--- config.mk ---
export PLATFORM = sky130hd
export DESIGN_NAME = fifo_rd_fwft
export DESIGN_NICKNAME = d
export VERILOG_FILES = /design/src/rtl/fifo_rd_fwft.sv
export SDC_FILE = /design/constraint.sdc
export NUM_CORES = 1
export LEC_CHECK = 0
export BUFFER_PORTS_ARGS = -buffer_cell sky130_fd_sc_hd__buf_2
export CORE_UTILIZATION = 35
export CTS_CLUSTER_SIZE = 40
export DETAILED_ROUTE_END_ITERATION = 6
export PLACE_DENSITY_LB_ADDON = 0.25
export SYNTH_ARGS = -nofsm -noshare
export SYNTH_HDL_FRONTEND = slang
export SYNTH_SLANG_ARGS = --single-unit
--- constraint.sdc ---
create_clock -name rd_clk -period 3.6 [get_ports rd_clk]
set_clock_uncertainty 0.15 [all_clocks]
set_input_delay 0.18 -clock rd_clk [delete_from_list [all_inputs] [get_ports rd_clk]]
set_output_delay 0.18 -clock rd_clk [all_outputs]
set_load 0.02 [all_outputs]
--- src/rtl/fifo_rd_fwft.sv ---
// Read-domain FWFT output stage for the type-1 async FIFO: prefetches into a 2-entry buffer.
// Read-domain occupancy report is built only when FIFO_RD_LEVEL_EN is defined.
module fifo_rd_fwft #(
    parameter int unsigned AddressWidth = 16,
    parameter int unsigned DataWidth    = 32
) (
    input  logic                    rd_clk,
    input  logic                    rd_rst,
    input  logic                    rd_empty,
    output logic                    rd_req,
    input  logic [DataWidth-1:0]    rd_mem_data,
    input  logic [AddressWidth:0]   rd_ptr,
    input  logic [AddressWidth:0]   rd_q_wptr,
    output logic                    m_valid,
    input  logic                    m_ready,
    output logic [DataWidth-1:0]    m_data,
    output logic [AddressWidth+1:0] rd_level
);

    typedef enum logic [1:0] {
        BUF_EMPTY = 2'd0,
        BUF_ONE   = 2'd1,
        BUF_TWO   = 2'd2
    } buf_state_t;

    buf_state_t           r_state;
    buf_state_t           w_state_nxt;
    logic                 r_inflight;
    logic                 r_m_valid;
    logic [DataWidth-1:0] r_entry0;
    logic [DataWidth-1:0] r_entry1;
    logic [DataWidth-1:0] w_entry0_nxt;
    logic [DataWidth-1:0] w_entry1_nxt;
    logic                 w_pop;
    logic                 w_room;
    logic                 w_rd_req;

    // Room exists while buffered plus in-flight words stay below two.
    assign w_pop    = r_m_valid & m_ready;
    assign w_room   = (r_state == BUF_EMPTY) | ((r_state == BUF_ONE) & ~r_inflight);
    assign w_rd_req = ~rd_empty & (w_room | w_pop);

    assign rd_req  = w_rd_req;
    assign m_valid = r_m_valid;
    assign m_data  = r_entry0;

    always_ff @(posedge rd_clk or posedge rd_rst) begin
        if (rd_rst) begin
            r_state    <= BUF_EMPTY;
            r_inflight <= 1'b0;
            r_m_valid  <= 1'b0;
            r_entry0   <= '0;
            r_entry1   <= '0;
        end else begin
            r_state    <= w_state_nxt;
            r_inflight <= w_rd_req;
            r_m_valid  <= (w_state_nxt != BUF_EMPTY);
            r_entry0   <= w_entry0_nxt;
            r_entry1   <= w_entry1_nxt;
        end
    end

    // Buffer occupancy and entry update: capture of the in-flight word and/or pop of the head.
    always_comb begin
        w_state_nxt  = r_state;
        w_entry0_nxt = r_entry0;
        w_entry1_nxt = r_entry1;
        case (r_state)
            BUF_EMPTY: begin
                if (r_inflight) begin
                    w_entry0_nxt = rd_mem_data;
                    w_state_nxt  = BUF_ONE;
                end
            end
            BUF_ONE: begin
                if (r_inflight && w_pop) begin
                    w_entry0_nxt = rd_mem_data;
                end else if (r_inflight) begin
                    w_entry1_nxt = rd_mem_data;
                    w_state_nxt  = BUF_TWO;
                end else if (w_pop) begin
                    w_state_nxt  = BUF_EMPTY;
                end
            end
            BUF_TWO: begin
                if (w_pop) begin
                    w_entry0_nxt = r_entry1;
                    if (r_inflight) begin
                        w_entry1_nxt = rd_mem_data;
                    end else begin
                        w_state_nxt  = BUF_ONE;
                    end
                end
            end
            default: begin
                w_state_nxt = BUF_EMPTY;
            end
        endcase
    end

`ifdef FIFO_RD_LEVEL_EN
    localparam int unsigned PtrWidth   = AddressWidth + 1;
    localparam int unsigned LevelWidth = AddressWidth + 2;

    function automatic logic [PtrWidth-1:0] gray2bin(input logic [PtrWidth-1:0] g);
        logic [PtrWidth-1:0] b;
        b = '0;
        for (int i = 0; i < int'(PtrWidth); i++) begin
            b[i] = ^(g >> i);
        end
        return b;
    endfunction

    logic [PtrWidth-1:0]   w_wbin;
    logic [PtrWidth-1:0]   w_rbin;
    logic [PtrWidth-1:0]   w_mem_words;
    logic [1:0]            w_buf_cnt;
    logic [LevelWidth-1:0] w_level_nxt;
    logic [LevelWidth-1:0] r_level;

    // Memory words plus words already pulled into this stage; modulo pointer arithmetic handles wrap.
    assign w_wbin      = gray2bin(rd_q_wptr);
    assign w_rbin      = gray2bin(rd_ptr);
    assign w_mem_words = w_wbin - w_rbin;
    assign w_buf_cnt   = r_state;
    assign w_level_nxt = LevelWidth'(w_mem_words) + LevelWidth'(w_buf_cnt)
                       + LevelWidth'(r_inflight);

    always_ff @(posedge rd_clk or posedge rd_rst) begin
        if (rd_rst) begin
            r_level <= '0;
        end else begin
            r_level <= w_level_nxt;
        end
    end

    assign rd_level = r_level;
`else
    logic w_unused_ptrs;

    assign w_unused_ptrs = ^{rd_ptr, rd_q_wptr};
    assign rd_level      = '0;
`endif

endmodule
## Yosys cells after proc, flatten, opt, wreduce, memory -nomap -nowiden

Index checks and enable logic that the tools add are counted.

| cells by class | value |
|---|---|
| reduce and logical (&&, ||, !) cells | 7 |
| multiplexer cells | 15 |
| equality and inequality tests | 6 |
| bitwise gates (word level) | 7 |

Operators by type and width:

| kind | number |
|---|---|
| $mux 32 | 6 |
| $pmux 32 s3 | 1 |
| $pmux 32 s2 | 1 |
| $mux 2 | 6 |
| $ne 2x2->1 const B | 3 |
| $pmux 2 s3 | 1 |
| $reduce_and 4->1 | 1 |
| $reduce_bool 2->1 | 2 |
| $and 1x1->1 | 3 |
| $reduce_and 3->1 | 1 |
| $reduce_bool 3->1 | 1 |
| $eq 2x1->1 const B | 1 |
| $eq 2x2->1 const B | 1 |
| $logic_not 2->1 | 1 |
| $ne 2x1->1 const B | 1 |
| $not 1->1 | 2 |
| $or 1x1->1 | 2 |
| $logic_and 1x1->1 | 1 |

| word-level totals | value |
|---|---|
| word-level logic and storage cells | 40 |
| output and inout bits | 52 |
| input bits | 70 |
| bits in registers | 68 |

## Depth between registers and ports, before layout

| logic depth | value |
|---|---|
| depth after elaboration | 6 |
| depth in mapped cells | 7 |
| mapped depth without buffers | 4 |

## Worst setup path after synthesis

OpenSTA, ideal clock, no wires.

| timing path | value |
|---|---|
| path type | flip-flop to flip-flop |
| start point | register r_state[0] |
| end point | register r_entry1[0] |
| setup time | 125 ps |
| cell stages (with the launch flop) | 7 |
| arrival time | 1419 ps |
| slack | 1906 ps |
| period minus slack after synthesis | 1694 ps |
| required time | 3325 ps |
| path buffers | 2 |
| cells stage by stage | dfrtp_1 > nand2b_1 > buf_6 > o2bb2ai_4 > nand2_4 > buf_6 > mux2_4 |

| on the way | value |
|---|---|
| cells in the longest elaborated chain, start to end | 3 |
| elaborated cells between the ends (all ways) | 7 |
| classes of those cells | 4 x eq/ne; 1 x mux; 2 x reduce/logical |

RTL lines:

| item | RTL line | text |
|---|---|---|
| start, declared | 26 | `buf_state_t r_state;` |
| start signal, assigned | 55 | `r_state <= w_state_nxt;` |
| $eq 2x1->1 or $eq 2x2->1 (tied branches) | 68 | `case (r_state)` |
| $ne 2x2->1 (no line) or $reduce_bool 2->1 (tied branches) | - |  |
| $reduce_and 3->1 (no line) | - |  |
| end signal, assigned | 59 | `r_entry1 <= w_entry1_nxt;` |
| end, declared | 31 | `logic [DataWidth-1:0] r_entry1;` |

Parallel ways exist; a longest one is shown, timed or not.
A chain may end at the register's enable or synchronous reset.

## Worst setup path after layout

| timing path | value |
|---|---|
| start point | register r_state[0] |
| end point | register r_entry0[22] (netlist: m_data[22]) |

| on the way | value |
|---|---|
| cells in the longest elaborated chain, start to end | 3 |
| elaborated cells between the ends (all ways) | 9 |
| classes of those cells | 5 x eq/ne; 1 x mux; 3 x reduce/logical |

RTL lines:

| item | RTL line | text |
|---|---|---|
| $eq 2x1->1 (tied with other cells) | 68 |  |
| $ne 2x1->1 (no line) (tied with other cells) | - |  |
| $reduce_and 4->1 (no line) | - |  |
| end signal, assigned | 58 | `r_entry0 <= w_entry0_nxt;` |
| end, declared | 30 | `logic [DataWidth-1:0] r_entry0;` |

Parallel ways exist; a longest one is shown, timed or not.

==> flow_summary_export.csv <==
group,metric,value,unit
timing,finalSetupViolCount,0,
power,leakagePower,0.00211,uW
die,dieArea,9660,um2
layout,diodes,0,
layout,mostFrequentLayoutCells,"69 x buf_2, 68 x dfrtp_1, 34 x dlygate4sd3_1, 33 x mux2i_1, 33 x nor2_1",
logic_synthesis,ys_ff_latch,68,
layout,layout_commonest_cell,"buf_2",
clock_network,cts_buffer_depth,2,
global_routing,antenna_found_initial,0,
drt,initialDrtViolationCount,105,
clock_network,cts_resized,0,
outcome,violations,"DRC",
setup_path,worstSetupStartpointType,"flip-flop",
power,total_power,3660,uW
timing,tns,0,ns
layout,utilization,0.461,
die,core-area,8850,um2
clock_network,clock_latency,0.34,ns
logic_synthesis,synth_area,3240,um2
die,fp.dieW,98.3,um
drt,first_pass_iters,7,
place,io_buffer_count,69,
die,start_util,0.367,
clock_network,h-tree-depth,3,
setup_path,rr_endpoint,"m_data[22]",
setup_path,critical_path_class,"reg2reg",
global_routing,grt.overflow.total,0,
layout,stdcell_area,4080,um2
clock_network,cts-root-buf,"clkbuf_8",
drt,vias,2092,
place,place_area,3550,um2
setup_path,cp.required,3.71,ns
timing,rsz0062_at_grt,"false",
timing,tightest_slew,0.904,ns
die,die_height,98.3,um
timing,finalHoldViolCount,0,
die,rows,34,
logic_synthesis,yosysSeqAreaShare,0.524,
setup_path,r2r_cells,6,
logic_synthesis,synth.avg_cell_area,13.0,um2
place,hpwlAfterDp,3.69,mm
layout,drive_gt1_frac,0.373,
drt,ant_nets,0,
global_routing,grt_max_degree,44,
logic_synthesis,synthCells,250,
timing,final_max_slew_viol_count,0,
die,io_pins,122,
logic_synthesis,ys_warn_count,0,
outcome,outcome,"finished, violations left",
clock_network,cts_tree,"done",
power,p_per_area,897,nW/um2
setup_path,cpLargestDelayFamily,"buffers and inverters",
setup_path,arrival,2.27,ns
setup_path,critPathCapture,"m_data[22]",
setup_path,r2r-start,"r_state[0]",
layout,nFillCells,815,
logic_synthesis,synth_cell_types,23,
clock_network,clk_pin_slew_worst_paths,0.08,ns
timing,final.period_utilization,0.599,
drt,routed_wl,6.12,mm
layout,area_growth,25.8,%
layout,layout.nets,422,
clock_network,cts_buffers,9,
job,drv_cap,0,
setup_path,cp-startpoint,"r_state[0]",
setup_path,worst_path_largest_cell_delay,0.46,ns
timing,period_minus_slack,2.15,ns
drt,avgViaCountPerCell,4.50,
clock_network,cts.sinks,68,
drt,routedWlPerCell,13.2,um
setup_path,cp_max_fo,38,
setup_path,critPathBufInv,2,
setup_path,cpMostUsedCell,"buf_4",
worst_hold_path,hp-class,"in2reg",
global_routing,gr-usage-all-layers,0.137,
worst_hold_path,min_path_cells,3,
setup_path,endpoint_kind,"flip-flop",
setup_path,cp.depth,6,
global_routing,grt_pass1_vias,2162,
place,gp_routability_congestion,0.660,
setup_path,regToRegSetupSlack,1.45,ns
timing,slew_headroom,0.396,
drt,drc,8,
power,irDropWorstVdd,0.429,mV
setup_path,cpMaxStageDelayCell,"dfrtp_1",
timing,fmax,464,MHz
setup_path,cp_cell_sequence,"nand2b_2 -> buf_4 -> o211ai_4 -> buf_4 -> nor2_1 -> a21oi_2",
global_routing,grt_pass1_wl,10.4,mm
[cells in the mapped netlist]
cell / instances / area, um2
a21o_1: 1 / 7.51
a21oi_1: 28 / 140
a21oi_2: 7 / 61.3
buf_2: 5 / 25.0
buf_4: 18 / 135
buf_6: 10 / 113
conb_1: 1 / 3.75
dfrtp_1: 68 / 1700
inv_1: 2 / 7.51
mux2_2: 3 / 33.8
mux2_4: 30 / 450
mux2i_1: 33 / 330
nand2_1: 2 / 7.51
nand2_4: 1 / 11.3
nand2b_1: 1 / 6.26
nand4b_1: 1 / 8.76
nor2_1: 33 / 124
o211ai_4: 1 / 21.3
o21ai_0: 1 / 5.00
o22ai_1: 1 / 6.26
o2bb2ai_4: 1 / 27.5
o32ai_1: 1 / 8.76
or3b_1: 1 / 8.76
[stage by stage]
step / setup slack (ns) / cells / hold slack, ns
finish: 1.45 / 465 / 0.247
global route: 1.25 / 465 / 0.273
CTS: 1.43 / 465 / 0.230
detailed placement: 1.44 / 415 / 0.195
global placement: 1.46 / 415 / 0.198
floorplan: 1.56 / 267 / 0.179
[sequential cells by signal, indices dropped and copies added (netlist names)]
register,count
r_state,2
r_inflight,1
m_data,32
m_valid,1
r_entry1,32
[worst min path at each step]
stage	to	slack [ns]	start
6_report	r_inflight	0.25	m_ready
2_1_floorplan	r_entry1[0]	0.18	rd_mem_data[0]
3_3_place_gp	r_inflight	0.20	rd_empty
3_5_place_dp	r_inflight	0.20	rd_empty
4_1_cts	r_inflight	0.23	m_ready
5_1_grt	r_inflight	0.27	m_ready
[kinds of logic (layout without fill, tap and decap cells)]
kind of cell           Yosys count  after routing  synth area share
AOI/OAI and AO/OA               41             41            0.0856
DFF                             68             68             0.524
other                            1             18           0.00116
and+or+nand+nor                 39             39            0.0513
muxes                           66             66             0.251
buffers and inverters           35            125            0.0864
[report_power, final]
part           switching [uW]  total (uW)  internal (uW)
Sequential                225        1380           1160
Combinational             876        1660            784
Clock                     300         620            320
[worst min-delay path: stages]
cell,delay [ns]
buf_2,0.12
nand2_1,0.27
a21oi_1,0.13
[layout make-up]
cell class | count | area (um2) | share of cell area
clock inverter | 6 | 65.1 | 0.0159
timing repair buffer | 107 | 716 | 0.175
clock buffer | 10 | 128 | 0.0313
sequential | 68 | 1700 | 0.417
multi-input combinational | 164 | 1330 | 0.326
tap | 108 | 135 | 0.0331
inverter | 2 | 7.51 | 0.00184
[metal layers]
| metal | wire [um] | vias to the layer above | track usage | part of all wire |
|---|---|---|---|---|
| met5 | 0 | - | 0 | 0 |
| met4 | 53 | 0 | 0.0471 | 0.0087 |
| met3 | 273 | 7 | 0.0408 | 0.045 |
| met2 | 2820 | 60 | 0.210 | 0.46 |
| met1 | 2970 | 993 | 0.185 | 0.49 |
| li1 | - | 1032 | - | - |
[timing repair]
item,in CTS,in global routing
hold buffers,34,0
endpoints found under the hold margin,82,0
setup buffers,0,0
Note: power is estimated with default switching activity, not from simulation.
